## src/rtl/ysyx_22041211_pkg.sv

```systemverilog
// ysyx_22041211_pkg: fetch FSM state encoding, NOP word and default reset PC
package ysyx_22041211_pkg;
  typedef enum logic [1:0] {IDLE = 2'd0, REQ = 2'd1, WAIT = 2'd2, HOLD = 2'd3} ifu_state_e;
  localparam logic [31:0] NOP = 32'h0000_0013;
  localparam logic [31:0] DEF_RESET_PC = 32'h8000_0000;
endpackage

```

## src/rtl/ysyx_22041211_ifu_if.sv

```systemverilog
// ysyx_22041211_ifu_if: memory request/response and controller handshake bundle
interface ysyx_22041211_ifu_if;
  logic        req_valid_o;
  logic [31:0] req_addr_o;
  logic        req_ready_i;
  logic        rsp_valid_i;
  logic [31:0] rsp_data_i;
  logic        branch_flag_i;
  logic [31:0] branch_target_i;
  logic        valid_o;
  logic        ready_i;
  logic [31:0] inst_o;
  logic [31:0] pc_o;
  modport master (
    output req_valid_o, req_addr_o, valid_o, inst_o, pc_o,
    input  req_ready_i, rsp_valid_i, rsp_data_i, branch_flag_i, branch_target_i, ready_i
  );
  modport slave (
    input  req_valid_o, req_addr_o, valid_o, inst_o, pc_o,
    output req_ready_i, rsp_valid_i, rsp_data_i, branch_flag_i, branch_target_i, ready_i
  );
endinterface

```

## src/rtl/ysyx_22041211_pc_reg.sv

```systemverilog
// ysyx_22041211_pc_reg: program counter with reset > redirect > increment priority
module ysyx_22041211_pc_reg #(
  parameter logic [31:0] RESET_PC = 32'h8000_0000
) (
  input  logic        clk,
  input  logic        rst,
  input  logic        i_load,
  input  logic [31:0] i_target,
  input  logic        i_inc,
  output logic [31:0] o_pc
);
  logic [31:0] r_pc;
  always_ff @(posedge clk or posedge rst)
    if (rst) r_pc <= RESET_PC;
    else r_pc <= i_load ? (i_target & 32'hFFFF_FFFC) : i_inc ? r_pc + 32'd4 : r_pc;
  assign o_pc = r_pc;
endmodule

```

## src/rtl/ysyx_22041211_ifu.sv

```systemverilog
// ysyx_22041211_ifu: instruction fetch FSM with redirect and in-flight response drop.
// Define YSYX_22041211_IFU_PERF_EN to add perf_fetch_o/perf_stall_o counters.
module ysyx_22041211_ifu
  import ysyx_22041211_pkg::*;
#(
  parameter logic [31:0] RESET_PC = DEF_RESET_PC
) (
  input logic clk,
  input logic rst,
  ysyx_22041211_ifu_if.master bus
`ifdef YSYX_22041211_IFU_PERF_EN
  ,
  output logic [31:0] perf_fetch_o,
  output logic [31:0] perf_stall_o
`endif
);
  ifu_state_e  r_state, w_next;
  logic        r_drop, w_drop, w_br, w_take;
  logic [31:0] r_addr, r_inst, r_pc_o, w_pc;
  assign w_br   = bus.branch_flag_i & (r_state != IDLE);
  assign w_take = (r_state == WAIT) & bus.rsp_valid_i & ~r_drop & ~bus.branch_flag_i;
  always_comb begin
    w_next = r_state;
    w_drop = r_drop;
    case (r_state)
      IDLE: w_next = REQ;
      REQ: begin
        w_next = bus.req_ready_i ? WAIT : REQ;
        w_drop = r_drop | bus.branch_flag_i;
      end
      WAIT: begin
        w_next = bus.rsp_valid_i ? (w_take ? HOLD : REQ) : WAIT;
        w_drop = ~bus.rsp_valid_i & (r_drop | bus.branch_flag_i);
      end
      default: w_next = (bus.branch_flag_i | bus.ready_i) ? REQ : HOLD;
    endcase
  end
  // r_addr freezes the pre-redirect address while a redirected request is still unaccepted
  always_ff @(posedge clk or posedge rst)
    if (rst) begin
      r_state <= IDLE;
      r_drop  <= 1'b0;
      r_addr  <= RESET_PC;
      r_inst  <= NOP;
      r_pc_o  <= RESET_PC;
    end else begin
      r_state <= w_next;
      r_drop  <= w_drop;
      r_addr  <= r_drop ? r_addr : w_pc;
      r_inst  <= w_take ? bus.rsp_data_i : r_inst;
      r_pc_o  <= w_take ? w_pc : r_pc_o;
    end
  ysyx_22041211_pc_reg #(.RESET_PC(RESET_PC)) u_pc (
    .clk(clk),
    .rst(rst),
    .i_load(w_br),
    .i_target(bus.branch_target_i),
    .i_inc((r_state == HOLD) & bus.ready_i),
    .o_pc(w_pc)
  );
  assign bus.req_valid_o = r_state == REQ;
  assign bus.req_addr_o  = r_drop ? r_addr : w_pc;
  assign bus.valid_o     = r_state == HOLD;
  assign bus.inst_o      = r_inst;
  assign bus.pc_o        = r_pc_o;
`ifdef YSYX_22041211_IFU_PERF_EN
  logic [31:0] r_fetch, r_stall;
  always_ff @(posedge clk or posedge rst)
    if (rst) begin
      r_fetch <= 32'd0;
      r_stall <= 32'd0;
    end else begin
      r_fetch <= r_fetch + {31'd0, bus.valid_o & bus.ready_i};
      r_stall <= r_stall + {31'd0, (r_state == REQ) | (r_state == WAIT)};
    end
  assign perf_fetch_o = r_fetch;
  assign perf_stall_o = r_stall;
`endif
endmodule

```

## src/flat_wrapper.sv

```systemverilog
// flat-port wrapper written by rule: the top's interface ports become plain ports
module ysyx_22041211_ifu_flat import ysyx_22041211_pkg::*;
#(
  parameter logic [31:0] RESET_PC = DEF_RESET_PC
)
  (clk, rst, bus_req_valid_o, bus_req_addr_o, bus_valid_o, bus_inst_o, bus_pc_o, bus_req_ready_i, bus_rsp_valid_i, bus_rsp_data_i, bus_branch_flag_i, bus_branch_target_i, bus_ready_i);
  ysyx_22041211_ifu_if bus_i ();
  input logic clk;
  input logic rst;
  output wire logic [$bits(bus_i.req_valid_o)-1:0] bus_req_valid_o;
  output wire logic [$bits(bus_i.req_addr_o)-1:0] bus_req_addr_o;
  output wire logic [$bits(bus_i.valid_o)-1:0] bus_valid_o;
  output wire logic [$bits(bus_i.inst_o)-1:0] bus_inst_o;
  output wire logic [$bits(bus_i.pc_o)-1:0] bus_pc_o;
  input wire logic [$bits(bus_i.req_ready_i)-1:0] bus_req_ready_i;
  input wire logic [$bits(bus_i.rsp_valid_i)-1:0] bus_rsp_valid_i;
  input wire logic [$bits(bus_i.rsp_data_i)-1:0] bus_rsp_data_i;
  input wire logic [$bits(bus_i.branch_flag_i)-1:0] bus_branch_flag_i;
  input wire logic [$bits(bus_i.branch_target_i)-1:0] bus_branch_target_i;
  input wire logic [$bits(bus_i.ready_i)-1:0] bus_ready_i;
  assign bus_req_valid_o = bus_i.req_valid_o;
  assign bus_req_addr_o = bus_i.req_addr_o;
  assign bus_valid_o = bus_i.valid_o;
  assign bus_inst_o = bus_i.inst_o;
  assign bus_pc_o = bus_i.pc_o;
  assign bus_i.req_ready_i = bus_req_ready_i;
  assign bus_i.rsp_valid_i = bus_rsp_valid_i;
  assign bus_i.rsp_data_i = bus_rsp_data_i;
  assign bus_i.branch_flag_i = bus_branch_flag_i;
  assign bus_i.branch_target_i = bus_branch_target_i;
  assign bus_i.ready_i = bus_ready_i;
  ysyx_22041211_ifu #(.RESET_PC(RESET_PC)) u_core (.clk(clk), .rst(rst), .bus(bus_i));
endmodule
```

## config.mk

```make
export PLATFORM = sky130hd
export DESIGN_NAME = ysyx_22041211_ifu_flat
export DESIGN_NICKNAME = d
export VERILOG_FILES = /design/src/rtl/ysyx_22041211_pkg.sv /design/src/rtl/ysyx_22041211_ifu_if.sv /design/src/rtl/ysyx_22041211_pc_reg.sv /design/src/rtl/ysyx_22041211_ifu.sv /design/src/flat_wrapper.sv
export SDC_FILE = /design/constraint.sdc
export NUM_CORES = 1
export LEC_CHECK = 0
export BUFFER_PORTS_ARGS = -buffer_cell sky130_fd_sc_hd__buf_2
export CAP_MARGIN = 10
export CORE_MARGIN = 1
export CORE_UTILIZATION = 55
export CTS_CLUSTER_DIAMETER = 100
export DETAILED_ROUTE_END_ITERATION = 16
export PLACE_DENSITY = 0.84
export SKIP_CTS_REPAIR_TIMING = 1
export SYNTH_ARGS = -nofsm -noshare
export SYNTH_HDL_FRONTEND = slang
export SYNTH_HIERARCHICAL = 1
export SYNTH_SLANG_ARGS = --single-unit
```

## constraint.sdc

```tcl
create_clock -name clk -period 5.9 [get_ports clk]
set_input_delay 0 -clock clk [delete_from_list [all_inputs] [get_ports clk]]
set_output_delay 0 -clock clk [all_outputs]
set_load 0.02 [all_outputs]
```

==> results.txt <==
status = finished, final reports clean
Worst Setup Slack, final = 3.222 ns
DIE HEIGHT = 105.5 um
# IOs = 168
Yosys reg bits = 129
RSZ-0062 raised after global routing = false
Highest Clock Rate = 373.4 MHz
Final min period = 2.678 ns
core box area = 10370 um2
async set-reset flop share out of synthesis = 100.0%
worst r2r src = u_core/r_state[1]$_DFF_PP0_
Clock Tree Root = clkbuf_8
MaxCap Viol Count = 0
Syn Area/Cell = 13.94 um2
hold_sp = bus_branch_flag_i
critical path class = flop to flop
Synth Area in Compound Gates = 5.071%
drt total wl = 15240 um
Synth Area in Simple Gates = 10.08%
setup slack, reg-to-reg = 3.22 ns
number of global-route vias before repair = 4192
Yosys Warn Count = 6
dominant cell type by area after synthesis = dfrtp_1
static leakage = 3.894 nW
crit path capture type = flop
Post-Synth XOR/XNOR Area = 1.931%
FF-to-FF path depth = 6
Fin. Hold Viols = 0
Initial DRC Count = 372
CTS max path bufs = 2
DP HPWL = 8644 um
Worst Path Required = 6.32 ns
DRT Pass-1 Iters = 5
area delta synth->final = 35.73%
VDD IR-drop max = 0.2888 mV
Cell Rows = 37
CTS tree = done
Final Skew = 0.01134 ns
hold path depth = 3
Via density = 5.562
share of cells above drive strength 1 = 45.98%
Num CTS Buffers = 17
fillers = 616
Synth Flop Type = dfrtp_1
worst-margin pin slew = 0.9424 ns
Max Slew Vio Count = 0
Post-synth EDFFs = 0
post-route ant nets = 0
n_diodes = 0
worst rel slew slack = 37.18%
Skew-Pair Late Insertion Delay = 0.51 ns
Hold EP = u_core/r_state[1]$_DFF_PP0_
H-tree lvl count = 4
critical path arrival = 3.09 ns
final setup vio count = 0
Synth Instances = 423
initial antenna violation count = 0
Tightest Hold Check Type = primary input to flop
most frequent cell after synthesis = dfrtp_1
reg-to-reg critical path endpoint = u_core/u_pc/o_pc[21]$_DFFE_PP0N_
pre-CTS setup slack = 3.298 ns
mux contribution to synthesized area = 22.32%
Post-Synth Adder-Cell Area = 1.061%
DRC viols = 0
Worst setup SP type = flop
first-pass GRT wire length = 20850 um
count of clock tree sinks = 129
per-cell routed wire length = 18.87 um
setup_tns = 0 ns
gr usage total = 24.38%
PwrDens = 556.3 nW/um2
effective utilization at floorplan = 56.87%
number of distinct library cells after synthesis = 45
DIE WIDTH = 105.5 um
routability congestion estimate = 0.7979
Area contributors post-synth = dfrtp_1 52%, mux2_4 15%, mux2_2 6.9%
die area = 11140 um2
combinational family with the most area after synthesis = multiplexers
period utilisation layout = 45.40%
clock slew at reported path FFs = 0.06 ns
Nets = 734
PortBufs = 165
largest net degree at the start of global routing = 61
gr ovfl total = 0
CP max FO = 15
post-synth top area share = 52.20%
Syn Std Cell Area = 5897 um2
top cells by count, synth = 123 x dfrtp_1, 60 x mux2_4, 36 x mux2_2
Via Count = 4494
sequential area share after synthesis = 54.87%
-- worst max path at each step --
stage	start	to	cells past startpoint
after floorplan	rst	u_core/bus.inst_o[10]$_DFFE_PP0P_	1
after global placement	u_core/r_drop$_DFFE_PP0P_	u_core/bus.pc_o[29]$_DFFE_PP0P_	5
after detailed placement	u_core/r_drop$_DFFE_PP0P_	u_core/bus.pc_o[29]$_DFFE_PP0P_	5
after CTS	u_core/r_state[0]$_DFF_PP0_	u_core/u_pc/o_pc[21]$_DFFE_PP0N_	6
after global routing	u_core/r_state[1]$_DFF_PP0_	u_core/u_pc/o_pc[21]$_DFFE_PP0N_	6
final	u_core/r_state[1]$_DFF_PP0_	u_core/u_pc/o_pc[21]$_DFFE_PP0N_	6
-- registers in the layout, summed over array words and instances (netlist names) --
signal	flops
u_core/bus.pc_o	32
u_core/u_pc/o_pc	30
u_core/r_state	2
u_core/r_drop	1
u_core/r_addr	32
u_core/bus.inst_o	32
-- power breakdown --
group	internal [W]	switching, W	total [W]	leakage, nW
Combinational	0.000777	0.000981	0.00176	1.98
Clock	0.000709	0.000363	0.00107	0.296
Sequential	0.00129	0.000332	0.00162	1.62
Total	0.00278	0.00168	0.00445	3.89
-- stage by stage --
step	power [W]	instances	util [%]	instance area, um2	hold WS [ns]
floorplan	0.002723	424	-	5901	0.09007
global placement	0.003191	707	64.62	6701	0.06681
detailed placement	0.003276	707	64.62	6701	0.08201
CTS	0.004380	739	70.52	7313	-0.4651
global route	0.004663	808	77.18	8004	0.01179
finish	0.004453	808	77.18	8004	0.003238
-- logic make-up (layout without fill, tap and decap cells) --
logic type / count (synthesis) / count (layout)
adders and majority gates: 5 / 5
buffers and inverters: 31 / 279
muxes: 97 / 97
AOI/OAI and AO/OA: 48 / 48
and+or+nand+nor: 99 / 99
other: 1 / 2
DFF: 129 / 129
xor gates and xnor gates: 13 / 13
-- routing by layer --
layer / track usage [%] / part of all wire (%) / up-vias
met2: 39.43 / 51 / 245
met5: 0 / 0 / -
met4: 9.623 / 2.1 / 0
met3: 6.865 / 6.5 / 36
li1: - / - / 2010
met1: 31.19 / 40 / 2203
-- worst max-delay path, cell delays in order, from the launching register on --
cell,delay (ns)
dfrtp_1,0.39
ha_1,0.27
and2_1,0.31
and4_1,0.49
nand4_4,0.31
or4b_1,0.62
a31oi_1,0.20
-- placed cells by master, fill, tap and decap left out, types with 3 or more instances in the layout --
| master | count |
|---|---|
| buf_2 | 165 |
| a31oi_1 | 12 |
| o21ai_0 | 20 |
| buf_4 | 6 |
| clkbuf_16 | 16 |
| clkbuf_1 | 4 |
| nand2_1 | 28 |
| and3_1 | 4 |
| ha_1 | 5 |
| and4_1 | 3 |
| clkbuf_8 | 3 |
| dfrtp_1 | 123 |
| nand3_1 | 12 |
| xor2_1 | 10 |
| or3_1 | 3 |
| nor2_1 | 14 |
| xnor2_1 | 3 |
| inv_1 | 5 |
| mux2_2 | 36 |
| mux2_4 | 60 |
| nand4_1 | 9 |
| bufinv_16 | 4 |
| dlygate4sd3_1 | 69 |
| or4_1 | 9 |
| o211ai_1 | 4 |
| dfstp_2 | 6 |
| o31ai_1 | 6 |
-- final cells by class --
cell class | instances | area, um2 | area share, %
timing repair buffer | 240 | 1562 | 19.51
clock inverter | 9 | 155.1 | 1.938
sequential | 129 | 3236 | 40.43
tap | 136 | 170.2 | 2.126
inverter | 7 | 28.78 | 0.3595
multi-input combinational | 264 | 2396 | 29.94
clock buffer | 23 | 456.7 | 5.706
(Power assumes the default switching activity.)
